**src/rtl/serial_link_arbiter_if.sv**
```systemverilog
// Requester/link bundle for serial_link_arbiter.
// SERIAL_LINK_ARB_ERR_INJ_EN adds the inj_err_i parity-corruption input.
interface serial_link_arbiter_if #(
  parameter int N_REQ  = 4,
  parameter int DATA_W = 10
);
  localparam int ID_W = $clog2(N_REQ);

  logic [N_REQ-1:0]        req_i;
  logic [N_REQ*DATA_W-1:0] req_data_i;
  logic [N_REQ-1:0]        gnt_o;
  logic                    busy_o;
  logic [ID_W-1:0]         cur_id_o;
  logic                    ser_data_o;
  logic                    ser_data_en_o;
`ifdef SERIAL_LINK_ARB_ERR_INJ_EN
  logic                    inj_err_i;
`endif

  modport master (
`ifdef SERIAL_LINK_ARB_ERR_INJ_EN
    output inj_err_i,
`endif
    output req_i, req_data_i,
    input  gnt_o, busy_o, cur_id_o, ser_data_o, ser_data_en_o
  );

  modport slave (
`ifdef SERIAL_LINK_ARB_ERR_INJ_EN
    input  inj_err_i,
`endif
    input  req_i, req_data_i,
    output gnt_o, busy_o, cur_id_o, ser_data_o, ser_data_en_o
  );
endinterface

```
**src/rtl/serial_link_arbiter.sv**
```systemverilog
// Round-robin arbiter framing one granted word per frame onto a serial link.
// SERIAL_LINK_ARB_ERR_INJ_EN enables per-frame parity inversion via inj_err_i.
module serial_link_arbiter #(
  parameter int          N_REQ      = 4,
  parameter int          DATA_W     = 10,
  parameter logic [3:0]  PREAMB     = 4'b1010,
  parameter int          GAP_CYCLES = 2
) (
  input  logic                  clk_i,
  input  logic                  rst_i,
  serial_link_arbiter_if.slave  bus
);
  localparam int ID_W    = $clog2(N_REQ);
  localparam int MAX_LEN = (DATA_W > GAP_CYCLES) ? ((DATA_W > 4) ? DATA_W : 4)
                                                 : ((GAP_CYCLES > 4) ? GAP_CYCLES : 4);
  localparam int CNT_W   = $clog2(MAX_LEN) + 1;
  localparam int SH_W    = 3 + DATA_W + 1;

  localparam logic [CNT_W-1:0] CNT_ZERO = {CNT_W{1'b0}};
  localparam logic [CNT_W-1:0] CNT_ONE  = CNT_W'(1);
  localparam logic [CNT_W-1:0] CNT_PRE  = CNT_W'(4 - 1);
  localparam logic [CNT_W-1:0] CNT_DAT  = CNT_W'(DATA_W - 1);
  localparam logic [CNT_W-1:0] CNT_GAP  = CNT_W'(GAP_CYCLES - 1);

  typedef enum logic [2:0] {
    ST_IDLE = 3'd0,
    ST_PRE  = 3'd1,
    ST_DAT  = 3'd2,
    ST_PAR  = 3'd3,
    ST_GAP  = 3'd4
  } state_e;

  generate
    if (GAP_CYCLES < 2) begin : g_bad_gap
      $error("serial_link_arbiter: GAP_CYCLES must be at least 2");
    end
    if (N_REQ < 2 || N_REQ > 16) begin : g_bad_nreq
      $error("serial_link_arbiter: N_REQ must be in 2..16");
    end
  endgenerate

  function automatic logic even_parity(input logic [DATA_W-1:0] d);
    return ^d;
  endfunction

  // Rotate so bit 0 is ptr+1, find the lowest set bit, map back to an index.
  function automatic logic [ID_W:0] rr_pick(input logic [N_REQ-1:0] req,
                                            input logic [ID_W-1:0]  ptr);
    logic [N_REQ-1:0] rot;
    logic [ID_W:0]    off;
    logic [ID_W:0]    sum;
    rot = N_REQ'({req, req} >> ({1'b0, ptr} + (ID_W+1)'(1)));
    off = {(ID_W+1){1'b0}};
    for (int i = N_REQ - 1; i >= 0; i--) begin
      off = rot[i] ? (ID_W+1)'(i) : off;
    end
    sum = {1'b0, ptr} + (ID_W+1)'(1) + off;
    sum = (sum >= (ID_W+1)'(N_REQ)) ? (sum - (ID_W+1)'(N_REQ)) : sum;
    return {|req, sum[ID_W-1:0]};
  endfunction

  state_e            state_r, state_nxt_s;
  logic [CNT_W-1:0]  cnt_r, cnt_nxt_s;
  logic [ID_W-1:0]   ptr_r, cur_id_r;
  logic [SH_W-1:0]   sh_r;
  logic              ser_data_r, ser_en_r;
  logic [ID_W:0]     pick_s;
  logic              pick_vld_s;
  logic [ID_W-1:0]   pick_id_s;
  logic [DATA_W-1:0] slice_s;
  logic              par_s;
  logic [N_REQ-1:0]  gnt_s;
  logic              busy_s, ser_bit_s, ser_en_s, load_s, shift_s;

  assign pick_s     = rr_pick(bus.req_i, ptr_r);
  assign pick_vld_s = pick_s[ID_W] & ~rst_i;
  assign pick_id_s  = pick_s[ID_W-1:0];

  // Select the payload slice of the winning requester.
  always_comb begin
    slice_s = {DATA_W{1'b0}};
    for (int k = 0; k < N_REQ; k++) begin
      slice_s = (pick_id_s == ID_W'(k)) ? bus.req_data_i[k*DATA_W +: DATA_W] : slice_s;
    end
  end

`ifdef SERIAL_LINK_ARB_ERR_INJ_EN
  assign par_s = even_parity(slice_s) ^ bus.inj_err_i;
`else
  assign par_s = even_parity(slice_s);
`endif

  // FSM state and phase counter.
  always_ff @(posedge clk_i or posedge rst_i) begin
    if (rst_i) begin
      state_r <= ST_IDLE;
      cnt_r   <= CNT_ZERO;
    end else begin
      state_r <= state_nxt_s;
      cnt_r   <= cnt_nxt_s;
    end
  end

  // Next-state: each phase reloads the counter and leaves when it hits zero.
  always_comb begin
    state_nxt_s = state_r;
    cnt_nxt_s   = cnt_r;
    case (state_r)
      ST_IDLE: begin
        if (pick_vld_s) begin
          state_nxt_s = ST_PRE;
          cnt_nxt_s   = CNT_PRE;
        end else begin
          state_nxt_s = ST_IDLE;
          cnt_nxt_s   = cnt_r;
        end
      end
      ST_PRE: begin
        if (cnt_r == CNT_ZERO) begin
          state_nxt_s = ST_DAT;
          cnt_nxt_s   = CNT_DAT;
        end else begin
          cnt_nxt_s   = cnt_r - CNT_ONE;
        end
      end
      ST_DAT: begin
        if (cnt_r == CNT_ZERO) begin
          state_nxt_s = ST_PAR;
          cnt_nxt_s   = CNT_ZERO;
        end else begin
          cnt_nxt_s   = cnt_r - CNT_ONE;
        end
      end
      ST_PAR: begin
        state_nxt_s = ST_GAP;
        cnt_nxt_s   = CNT_GAP;
      end
      ST_GAP: begin
        if (cnt_r == CNT_ZERO) begin
          state_nxt_s = ST_IDLE;
          cnt_nxt_s   = CNT_ZERO;
        end else begin
          cnt_nxt_s   = cnt_r - CNT_ONE;
        end
      end
      default: begin
        state_nxt_s = ST_IDLE;
        cnt_nxt_s   = CNT_ZERO;
      end
    endcase
  end

  // Outputs: the serial bit computed here is shown one cycle later.
  always_comb begin
    gnt_s     = {N_REQ{1'b0}};
    busy_s    = 1'b0;
    ser_bit_s = 1'b0;
    ser_en_s  = 1'b0;
    load_s    = 1'b0;
    shift_s   = 1'b0;
    case (state_r)
      ST_IDLE: begin
        if (pick_vld_s) begin
          gnt_s     = {{(N_REQ-1){1'b0}}, 1'b1} << pick_id_s;
          busy_s    = 1'b1;
          load_s    = 1'b1;
          ser_bit_s = PREAMB[3];
          ser_en_s  = 1'b1;
        end else begin
          gnt_s     = {N_REQ{1'b0}};
          busy_s    = 1'b0;
        end
      end
      ST_PRE, ST_DAT: begin
        busy_s    = 1'b1;
        shift_s   = 1'b1;
        ser_bit_s = sh_r[SH_W-1];
        ser_en_s  = 1'b1;
      end
      ST_PAR, ST_GAP: begin
        busy_s    = 1'b1;
      end
      default: begin
        busy_s    = 1'b0;
      end
    endcase
  end

  // Frame shift register, round-robin pointer and registered link outputs.
  always_ff @(posedge clk_i or posedge rst_i) begin
    if (rst_i) begin
      ptr_r      <= ID_W'(N_REQ - 1);
      cur_id_r   <= {ID_W{1'b0}};
      sh_r       <= {SH_W{1'b0}};
      ser_data_r <= 1'b0;
      ser_en_r   <= 1'b0;
    end else begin
      if (load_s) begin
        ptr_r    <= pick_id_s;
        cur_id_r <= pick_id_s;
        sh_r     <= {PREAMB[2:0], slice_s, par_s};
      end else if (shift_s) begin
        sh_r     <= {sh_r[SH_W-2:0], 1'b0};
      end else begin
        sh_r     <= sh_r;
      end
      ser_data_r <= ser_bit_s;
      ser_en_r   <= ser_en_s;
    end
  end

  assign bus.gnt_o         = gnt_s;
  assign bus.busy_o        = busy_s;
  assign bus.cur_id_o      = cur_id_r;
  assign bus.ser_data_o    = ser_data_r;
  assign bus.ser_data_en_o = ser_en_r;
endmodule

```
**src/flat_wrapper.sv**
```systemverilog
// flat-port wrapper written by rule: the top's interface ports become plain ports
module serial_link_arbiter_flat 
#(
  parameter int          N_REQ      = 4,
  parameter int          DATA_W     = 10,
  parameter logic [3:0]  PREAMB     = 4'b1010,
  parameter int          GAP_CYCLES = 2
)
  (clk_i, rst_i, bus_req_i, bus_req_data_i, bus_gnt_o, bus_busy_o, bus_cur_id_o, bus_ser_data_o, bus_ser_data_en_o);
  serial_link_arbiter_if #(.N_REQ(N_REQ), .DATA_W(DATA_W)) bus_i ();
  input  logic clk_i;
  input  logic rst_i;
  input wire logic [$bits(bus_i.req_i)-1:0] bus_req_i;
  input wire logic [$bits(bus_i.req_data_i)-1:0] bus_req_data_i;
  output wire logic [$bits(bus_i.gnt_o)-1:0] bus_gnt_o;
  output wire logic [$bits(bus_i.busy_o)-1:0] bus_busy_o;
  output wire logic [$bits(bus_i.cur_id_o)-1:0] bus_cur_id_o;
  output wire logic [$bits(bus_i.ser_data_o)-1:0] bus_ser_data_o;
  output wire logic [$bits(bus_i.ser_data_en_o)-1:0] bus_ser_data_en_o;
  assign bus_i.req_i = bus_req_i;
  assign bus_i.req_data_i = bus_req_data_i;
  assign bus_gnt_o = bus_i.gnt_o;
  assign bus_busy_o = bus_i.busy_o;
  assign bus_cur_id_o = bus_i.cur_id_o;
  assign bus_ser_data_o = bus_i.ser_data_o;
  assign bus_ser_data_en_o = bus_i.ser_data_en_o;
  serial_link_arbiter #(.N_REQ(N_REQ), .DATA_W(DATA_W), .PREAMB(PREAMB), .GAP_CYCLES(GAP_CYCLES)) u_core (.clk_i(clk_i), .rst_i(rst_i), .bus(bus_i));
endmodule
```
**config.mk**
```make
export PLATFORM = sky130hd
export DESIGN_NAME = serial_link_arbiter_flat
export DESIGN_NICKNAME = d
export VERILOG_FILES = /design/src/rtl/serial_link_arbiter_if.sv /design/src/rtl/serial_link_arbiter.sv /design/src/flat_wrapper.sv
export SDC_FILE = /design/constraint.sdc
export NUM_CORES = 1
export LEC_CHECK = 0
export BUFFER_PORTS_ARGS = -buffer_cell sky130_fd_sc_hd__buf_2
export CELL_PAD_IN_SITES_DETAIL_PLACEMENT = 1
export CELL_PAD_IN_SITES_GLOBAL_PLACEMENT = 1
export CORE_ASPECT_RATIO = 0.9
export CORE_MARGIN = 2
export CORE_UTILIZATION = 44
export CTS_BUF_LIST = sky130_fd_sc_hd__clkbuf_16
export CTS_CLUSTER_DIAMETER = 50
export DETAILED_ROUTE_END_ITERATION = 8
export MAX_ROUTING_LAYER = met4
export PLACE_DENSITY = 0.9
export SETUP_SLACK_MARGIN = 0.1
export SYNTH_ARGS = -nofsm -noshare
export SYNTH_HDL_FRONTEND = slang
export SYNTH_SLANG_ARGS = --single-unit
export TNS_END_PERCENT = 5
```
**constraint.sdc**
```tcl
create_clock -name clk_i -period 4.62 [get_ports clk_i]
set_clock_uncertainty 0.05 [all_clocks]
set_input_delay 0.231 -clock clk_i [delete_from_list [all_inputs] [get_ports clk_i]]
set_output_delay 0.231 -clock clk_i [all_outputs]
set_load 0.01 [all_outputs]
```
==> out/summary.txt <==
Largest net degree at the start of global routing: 29
Slowest stage cell, crit path: ha_1
Cell Rows: 24
Final setup violation count: 0
WS Path Type: flop to flop
Clock Latency Late Sink: 0.27 ns
Clk sinks: 28
Sequential power share: 23.0%
Compound-Gate Fraction of Synth Area: 18.1%
Sw Ratio: 41.6%
Proportion of synthesized area in mux cells: 18.5%
Clock share of power: 12.6%
Diodes inserted: 0
Critical Path Fanout Max: 24
Xor-xnor portion of the synthesized cell area: 12.7%
Cell taking the most area after synthesis: dfrtp_1
Vias: 1895
Gate count after technology mapping: 219
VDD IR max: 0.497 mV
Drt first pass iters: 4
Setup Buffers After CTS: 0
PwrDens: 800 nW/µm²
Area post-placement: 2510 µm²
Worst-Margin Slew: 1.11 ns
Worst Setup End Kind: flop
Switching Power: 872 µW
WL final: 6120 µm
Combinational share of power: 64.4%
Share of cells above drive strength 1: 28.2%
Max-cap violations: 0
CP cell instances: inv_2 > nor3b_1 > a21oi_1 > o21ai_0 > a21oi_1 > ha_1 > mux2i_1 > xnor2_1 > xnor3_1 > mux2i_1 > o21ai_0
Hold_buf cts: 0
Gr usage total: 24.2%
GP Congestion: 0.809
Status: completed
DRC: 0
Syn Nets: 268
Final Hold Violating Endpoints: 0
DR WL/cell: 18.5 µm
Clock period minus worst slack: 3.59 ns
Final WS setup: 1.03 ns
Synth Area in Simple Gates: 13.1%
Antenna viol nets, final: 0
Total Nets Final: 316
Die Y: 71.1 µm
Worst slew margin: 26.1%
Buffer depth of the longest clock path: 2
#FFs+latches synth: 28
Buf+Inv Stages, Crit Path: 1
# IOs: 55
H-tree depth: 1
I/O Buffers: 54
TritonCTS clock tree: built
Post-cts sizing count: 0
Die W: 78.5 µm
Core area: 4830 µm²
Gr ovfl total: 0
Final period utilization: 77.8%
Mapped Area: 2200 µm²
Number of antenna violations at the first check in global routing: 0
CP top delay family: adder cells
Initial DRC Count: 97
Clock-pin slew on the worst setup and hold paths: 0.08 ns
Initial core utilization: 45.5%
Register area share after synthesis: 32.0%
Vias per cell: 5.73
Setup WS pre-CTS: 1.03 ns
Tot Pwr: 2.10 mW
Data arrival time of the worst path: 3.69 ns
Yosys warning count: 0
Worst path max stage delay: 0.91 ns
Dominant cells by area after synthesis: dfrtp_1 (30%), xor2_1 (7.6%), mux2i_1 (7.3%)
Area Growth Syn to Fin: 19.1%
Worst hold path class: primary input to asynchronous set/reset pin
CP Launch Type: flop
Clock buffer count from CTS: 3
Design area: 2620 µm²
Full die area: 5580 µm²
Global-route wire length before repair: 10300 µm
Largest family of logic cells by synthesized area: multiplexers
Int Pwr: 1.22 mW
Post-Synth Adder-Cell Area: 1.71%
Setup TNS: 0 ns
Root Driver: clkbuf_16
Maximum clock rate: 278 MHz
WHS: 0.202 ns
Final Max Slew Viols: 0
Leakage power total: 1.32 nW
Mean post-synth cell area: 10.0 µm²
Post-DP HPWL: 4840 µm
CP required: 4.71 ns
RSZ-0062 raised after global routing: false
Most frequent cells in the layout: buf_2 (54), dfrtp_1 (26), nor2_1 (24)
Number of global-route vias before repair: 2073
Top cell type's share of synthesized area: 29.6%
Post-synth cell types: 44
Commonest non-fill, non-tap cell in the layout: buf_2
-- cell usage after synthesis --
cell / number
a22o_1: 8
o32ai_2: 1
ha_1: 3
inv_1: 6
a21oi_1: 11
o21ai_0: 9
xnor2_2: 1
o32ai_1: 2
and2_1: 3
xor2_1: 19
nor4_1: 1
a311oi_1: 1
mux4_1: 6
o21a_1: 2
or2_1: 1
dfstp_2: 2
clkbuf_1: 10
mux2i_1: 16
buf_1: 1
o31ai_1: 1
o22ai_1: 4
nor3_1: 7
xnor3_1: 2
inv_2: 1
nor2_1: 24
nand2b_1: 5
nor2_4: 1
clkbuf_2: 1
nand2_1: 6
or3_1: 2
or3b_2: 1
a2111oi_0: 1
nor3b_1: 2
a32oi_2: 1
o31a_1: 1
or2_2: 2
a21boi_0: 1
a21o_1: 13
mux4_2: 4
xnor2_1: 6
dfrtp_1: 26
buf_6: 1
nand3_1: 1
nor2b_1: 2
-- power by group through the flow --
stage	registers [mW]	clock network, mW	logic, mW
floorplan	0.435	0	1.11
finish	0.483	0.263	1.35
detailed placement	0.482	0	1.36
CTS	0.480	0.268	1.37
global placement	0.473	0	1.28
global route	0.499	0.277	1.47
-- final timing paths --
check | cells after the start | start | end | slack (ns)
max in group asynchronous | 2 | rst_i | u_core.bus.ser_data_o$_DFF_PP0_ | 3.64
hold reg to reg | 1 | u_core.bus.cur_id_o[1]$_DFFE_PP0P_ | u_core.bus.cur_id_o[1]$_DFFE_PP0P_ | 0.45
setup reg to reg | 11 | u_core.ptr_r[0]$_DFFE_PP1P_ | u_core.sh_r[0]$_DFFE_PP0P_ | 1.03
hold / removal | 2 | rst_i | u_core.sh_r[10]$_DFFE_PP0P_ | 0.20
min in group clk_i | 4 | rst_i | u_core.state_r[0]$_DFFE_PP0P_ | 0.35
setup / recovery | 11 | u_core.ptr_r[0]$_DFFE_PP1P_ | u_core.sh_r[0]$_DFFE_PP0P_ | 1.03
-- state kept, by name, summed over array words and instances, names as in the netlist --
register	flops
u_core.bus.ser_data_o	1
u_core.sh_r	14
u_core.cnt_r	5
u_core.ptr_r	2
u_core.state_r	3
u_core.bus.cur_id_o	2
u_core.bus.ser_data_en_o	1
-- cell families after synthesis --
family,count (synthesis)
buffers and inverters,20
muxes,26
xor gates and xnor gates,28
DFF,28
AOI/OAI and AO/OA,56
and+or+nand+nor,58
adders and majority gates,3
-- metal layers --
metal | track usage [%] | wire [µm] | vias to the layer above
met4 | 5.26 | 80 | 0
met1 | 29.6 | 2690 | 947
li1 | - | - | 887
met2 | 42.7 | 3120 | 53
met3 | 3.32 | 236 | 8
met5 | - | 0 | -
-- stage by stage --
| stage | util [%] | cells |
|---|---|---|
| floorplan | - | 219 |
| global placement | 52.0 | 327 |
| detailed placement | 52.0 | 327 |
| CTS | 54.2 | 331 |
| global route | 54.2 | 331 |
| finish | 54.2 | 331 |
-- worst register-to-register path, cell delays in order, from the launching register on --
cell	delay, ns
dfstp_2	0.62
inv_2	0.09
nor3b_1	0.28
a21oi_1	0.08
o21ai_0	0.16
a21oi_1	0.06
ha_1	0.91
mux2i_1	0.38
xnor2_1	0.18
xnor3_1	0.42
mux2i_1	0.14
o21ai_0	0.09
-- final cells by class --
class                      instances  area (µm²)
fill                             575        2220
multi-input combinational        171        1420
sequential                        28         703
timing repair buffer              56         285
tap                               65        81.3
clock buffer                       3        75.1
clock inverter                     1        30.0
inverter                           7        26.3
Power figures use the tool's default switching activity.
